[config.mk]
export PLATFORM = sky130hd
export DESIGN_NAME = crc32_d8
export DESIGN_NICKNAME = d
export VERILOG_FILES = /design/src/rtl/gige_pkg.sv /design/src/rtl/crc32_d8.sv
export SDC_FILE = /design/constraint.sdc
export NUM_CORES = 1
export LEC_CHECK = 0
export ABC_AREA = 1
export CAP_MARGIN = 20
export CORE_MARGIN = 3
export CORE_UTILIZATION = 45
export DETAILED_ROUTE_END_ITERATION = 8
export MAX_ROUTING_LAYER = met4
export PLACE_DENSITY = 0.95
export SYNTH_ARGS = -nofsm -noshare
export SYNTH_HDL_FRONTEND = slang
export SYNTH_SLANG_ARGS = --single-unit
[constraint.sdc]
create_clock -name vclk -period 1.9
set_input_delay 0.285 -clock vclk [all_inputs]
set_output_delay 0.285 -clock vclk [all_outputs]
set_load 0.005 [all_outputs]
[src/rtl/gige_pkg.sv]
// Shared constants for the GbE receive frame checker: CRC-32 constants,
// preamble/SFD byte values, status bit positions and the FSM state encoding.
package gige_pkg;

  localparam logic [31:0] CRC_POLY      = 32'hEDB88320;
  localparam logic [31:0] CRC_INIT      = 32'hFFFFFFFF;
  localparam logic [31:0] CRC_RESIDUE   = 32'hDEBB20E3;
  localparam logic [7:0]  PREAMBLE_BYTE = 8'h55;
  localparam logic [7:0]  SFD_BYTE      = 8'hD5;

  localparam int ST_CRC_ERR  = 0;
  localparam int ST_PHY_ERR  = 1;
  localparam int ST_RUNT     = 2;
  localparam int ST_TOO_LONG = 3;

  typedef enum logic [1:0] {
    S_IDLE     = 2'd0,
    S_PREAMBLE = 2'd1,
    S_DATA     = 2'd2,
    S_DROP     = 2'd3
  } state_t;

endpackage

[src/rtl/crc32_d8.sv]
// One byte step of the reflected IEEE 802.3 CRC-32 (LSB-first), purely combinational.
module crc32_d8
  import gige_pkg::*;
(
  input  logic [31:0] crc_in,
  input  logic [7:0]  d,
  output logic [31:0] crc_out
);

  logic [31:0] c;

  always_comb begin
    c = crc_in ^ {24'h000000, d};
    for (int i = 0; i < 8; i++) begin
      c = c[0] ? ((c >> 1) ^ CRC_POLY) : (c >> 1);
    end
    crc_out = c;
  end

endmodule

==> results of run 1 <==
==> cells in the mapped netlist <==
cell                      number
sky130_fd_sc_hd__nand2_4      11
sky130_fd_sc_hd__nand2_1     122
sky130_fd_sc_hd__nand2_8       2
sky130_fd_sc_hd__xor2_2        1
sky130_fd_sc_hd__nand2_2      21
sky130_fd_sc_hd__inv_2         5
sky130_fd_sc_hd__xnor2_2       1
sky130_fd_sc_hd__inv_6         1
sky130_fd_sc_hd__or2_1         1
sky130_fd_sc_hd__nand3_1      23
sky130_fd_sc_hd__xnor3_1       1
sky130_fd_sc_hd__nand3_2       1
sky130_fd_sc_hd__or2_0         1
sky130_fd_sc_hd__xor2_1       24
sky130_fd_sc_hd__xnor2_1       6
sky130_fd_sc_hd__nand4_1       1
sky130_fd_sc_hd__inv_1        35
==> cells by family after synthesis <==
kind of cell	share of synthesized area [%]
XOR/XNOR	23.1
buffers and inverters	11.6
AND/OR/NAND/NOR	65.3
==> repair_timing <==
action | in CTS
pin swaps | 28
gates resized for setup | 137
setup buffers | 27
hold buffers | 0
setup endpoints to repair | 32
==> per-stage QoR <==
step / hold WS [ns] / setup TNS [ns] / std cells
floorplan: 0.625 / 0 / 257
global placement: 1.54 / -11.77 / 385
detailed placement: 1.55 / -13.17 / 385
CTS: 1.28 / 0 / 412
==> summary.txt, run 1 <==
Yosys
  • Cell Area, Synth: 0.00137 mm^2
  • Top-area cell type share of the netlist area: around 33%
  • Gate count after technology mapping: 257
  • Leading area contributor after synthesis: sky130_fd_sc_hd__nand2_1
  • Cell types occupying the most area after synthesis: sky130_fd_sc_hd__nand2_1, sky130_fd_sc_hd__xor2_1, sky130_fd_sc_hd__inv_1
  • Total nets after synthesis: between 200 and 300
  • Syn Area/Cell: between 5 and 6 um^2
  • Synth Warn #: 0
  • Share of synthesized area occupied by flip-flops and latches: 0%
  • Distinct cell type count of the synthesized netlist: 17

Floorplanning
  • Number of ports placed on the die boundary: 72
  • Number of rows created at floorplan: 19
  • DIE HEIGHT: ~61 um
  • Die Span X: between 60 and 70 um
  • Starting density of the core: 48.6%

Global routing
  • Maximum number of pins on one net before global-route repair: 9

Place
  • Number of buffers added on ports: just over 70
  • Hpwl dp: around 3800 um
  • Standard cell area after detailed placement: about 0.0023 mm^2
  • Post-Place Setup Slack: -0.534 ns
  • GP Congestion: 0.884

Timing
  • Worst EP Category: top-level output
  • Worst endpoint left by the global-route repair_timing run: crc_out[18]

Run status
  • First error message: [ERROR DPL-0038] Utilization greater than 100%, impossible to legalize
  • Step where the flow halted: 5_1_grt
  • Outcome: aborted with a tool error
==> run 2, diff against run 1 <==
--- a/config.mk
+++ b/config.mk
@@ -7,11 +7,10 @@
 export LEC_CHECK = 0
 export ABC_AREA = 1
 export CAP_MARGIN = 20
-export CORE_MARGIN = 3
-export CORE_UTILIZATION = 45
+export CORE_AREA = 3 3 64 66
 export DETAILED_ROUTE_END_ITERATION = 8
-export MAX_ROUTING_LAYER = met4
-export PLACE_DENSITY = 0.95
+export DIE_AREA = 0 0 67 69
+export PLACE_DENSITY_LB_ADDON = 0.15
 export SYNTH_ARGS = -nofsm -noshare
 export SYNTH_HDL_FRONTEND = slang
 export SYNTH_SLANG_ARGS = --single-unit
==> run 2 against run 1 <==
The flow now finishes without violations. Synthesized cell count unchanged. Area after synthesis unchanged.
==> summary.txt, run 2 <==
Floorplanning
  • Die Outline Area: 0.00462 mm^2
  • Die Span X: 67 um (+9.4%)
  • DIE HEIGHT: 69 um (+13%)
  • Number of ports placed on the die boundary: 72 (unchanged)
  • Number of rows created at floorplan: 22 (+3)
  • Core area: approximately 0.0036 mm^2
  • Starting density of the core: 37.8% (-11 points)

Setup path
  • End of the critical path: crc_out[5]
  • List of cells traversed by the critical path: dlygate4sd2_1, inv_1, nand2_1, nand2_2, inv_2, nand2_2, nand2_4, buf_6, buf_4, nand3_1, nand2_1, clkdlybuf4s15_1
  • Stages on the worst setup path: 12
  • Data arrival time of the critical path: 1.56 ns
  • Required time at the endpoint of the critical path: roughly 1.6 ns
  • Crit path buf inv count: 6
  • Worst path max stage delay: about 0.24 ns
  • Startpoint of the most critical setup path: crc_in[7]
  • Type of the worst setup path: input port to primary output
  • Crit-path leading delay family: buffers and inverters
  • Element type at the critical path start: input port
  • Crit end category: primary output
  • Critical Path Slowest Stage Cell: sky130_fd_sc_hd__dlygate4sd2_1
  • Maximum fanout count along the critical path: 5

CTS
  • Number of hold buffers added after CTS: 0 (unchanged)

Worst hold path
  • Hold/Removal Path Class: input port to primary output

Layout
  • Antenna Diode Count: 0
  • Layout overhead on the synthesized area: 102%
  • Post-route insts no fill: ~440
  • Util after Layout: around 76%
  • Leading cell type in the layout, fill and taps excluded: sky130_fd_sc_hd__nand2_1
  • Fillers: 293
  • Commonest cells after routing, fill and taps aside: sky130_fd_sc_hd__nand2_1, sky130_fd_sc_hd__buf_4, sky130_fd_sc_hd__nand2_2
  • Layout cells sized above 1: between 40% and 50%
  • Number of clock-tree buffers in the layout: 0
  • Final net count: between 400 and 500
  • Multi-input logic area: 0.00143 mm^2
  • Finished Cell Area: approximately 0.0028 mm^2
  • Register area: 0 um^2
  • Number of flip-flops and latches: 0

Timing
  • RSZ-0062 raised after global routing: true
  • Transition time at the pin with the least slew margin: ~0.18 ns
  • Hold Violations, Final: 0
  • Fraction of the cycle the final worst path needs: between 90% and 100%
  • Peak clock frequency supported by timing: 0.541 GHz
  • Final max-slew violation count: 0
  • # setup viols final: 0
  • Worst slew margin: about nine tenths
  • Post-layout minimum cycle time: between 1.5 and 2 ns

Detailed routing
  • Initial DRC count: between 80 and 90
  • Aggregate routed wire length: between 5000 and 6000 um
  • Initial DRT Pass Iterations: 4
  • Detailed-route via count: between 1500 and 2000
  • Number of nets with antenna violations after detailed routing: 0
  • Average wire per cell in the routed design: approximately 11 um
  • Average vias per placed instance: about 4.5
  • Post-detailed-route DRC marker count: 0

Pwr
  • Leakage power: approximately 1.6 nW
  • Power after layout: 1.09 mW
  • Total power divided by cell area: approximately 400 mW/mm^2
  • Worst IR drop on VDD: around 200 uV

Place
  • Hpwl dp: 3390 um (-11%)
  • Cells after DPL: 404 (+4.9%)
  • Number of buffers added on ports: 72 (unchanged)
  • Standard cell area after detailed placement: 0.00236 mm^2 (+1.6%)
  • GP Congestion: 0.799 (-9.7%)

Run status
  • Outcome: finished, final reports clean

Yosys
  • Cell with the most instances after synthesis: sky130_fd_sc_hd__nand2_1
  • Distinct cell type count of the synthesized netlist: 17 (unchanged)
  • Synth Warn #: 0 (unchanged)
  • Share of synthesized area occupied by flip-flops and latches: 0% (unchanged)
  • Syn Area/Cell: 5.35 um^2 (unchanged)
  • Total nets after synthesis: 297 (unchanged)
  • Cell types occupying the most area after synthesis: sky130_fd_sc_hd__nand2_1, sky130_fd_sc_hd__xor2_1, sky130_fd_sc_hd__inv_1
  • Gate count after technology mapping: 257 (unchanged)
  • Top cell types by occurrence after synthesis: sky130_fd_sc_hd__nand2_1, sky130_fd_sc_hd__inv_1, sky130_fd_sc_hd__xor2_1
  • Cell Area, Synth: 0.00137 mm^2 (unchanged)
  • Leading area contributor after synthesis: sky130_fd_sc_hd__nand2_1
  • Top-area cell type share of the netlist area: 33.3% (unchanged)

Global routing
  • Overall fraction of global-route tracks in use: 21.7%
  • Wire length of the first global-routing pass: 8280 um
  • Total overflow reported by the global router: 0
  • Maximum number of pins on one net before global-route repair: 7
  • Initial antenna violation count: 0
  • Vias in the first global route: approximately 1900

Job
  • Count of maximum capacitance violations: 0
==> run 2: what timing repair did <==
action                                  4_1_cts  5_1_grt
gates cloned                                  0        0
endpoints found under the setup margin       32       21
buffers inserted                             30        5
pin swaps                                    27       15
endpoints found under the hold margin         0        0
resized for setup                           145       35
==> run 2: stage by stage <==
step / hold slack, ns / setup TNS [ns] / worst slack [ns]
final: 1.12 / 0 / 0.0527
after global routing: 1.16 / -0.142 / -0.0497
after CTS: 1.14 / -0.0155 / -0.0155
after detailed placement: 1.54 / -12.88 / -0.520
after global placement: 1.54 / -12.24 / -0.495
after floorplan: 0.625 / 0 / 0.572
==> run 2: power breakdown <==
group / total (mW) / internal [mW] / switching [mW]
Clock: 0 / 0 / 0
Sequential: 0 / 0 / 0
Combinational: 1.09 / 0.570 / 0.518
Total: 1.09 / 0.570 / 0.518
==> run 2: how the worst min path moves through the flow <==
stage | from | end | depth (start not counted)
CTS | crc_in[3] | crc_out[27] | 6
global placement | crc_in[18] | crc_out[10] | 3
detailed placement | crc_in[18] | crc_out[10] | 3
floorplan | crc_in[8] | crc_out[0] | 1
global route | d[3] | crc_out[27] | 6
finish | d[3] | crc_out[27] | 6
==> run 2: metal layers <==
layer,share of wire (%),track usage [%],vias up
met3,3.8,1.47,10
met4,2.1,2.25,0
met2,53,41.5,49
li1,-,-,1026
met1,41,26.2,884
met5,0,0,-
==> run 2: tightest hold or removal path, cell delays in order <==
cell and delay (ns):
sky130_fd_sc_hd__buf_4 0.10, sky130_fd_sc_hd__nand2_2 0.06, sky130_fd_sc_hd__nand2_4 0.09, sky130_fd_sc_hd__buf_4 0.12, sky130_fd_sc_hd__xor2_1 0.05, sky130_fd_sc_hd__buf_2 0.12
==> run 2: cell families after synthesis <==
| kind of cell | after synthesis | share of synthesized area (%) |
|---|---|---|
| buffers and inverters | 41 | 11.6 |
| xor gates and xnor gates | 33 | 23.1 |
| and+or+nand+nor | 183 | 65.3 |
==> run 2: final cells by class <==
class | count | area share [%]
Inverter | 41 | 5.82
Timing Repair Buffer | 134 | 40.4
Multi-Input combinational cell | 216 | 51.6
Tap cell | 48 | 2.16
(Power assumes the default switching activity.)
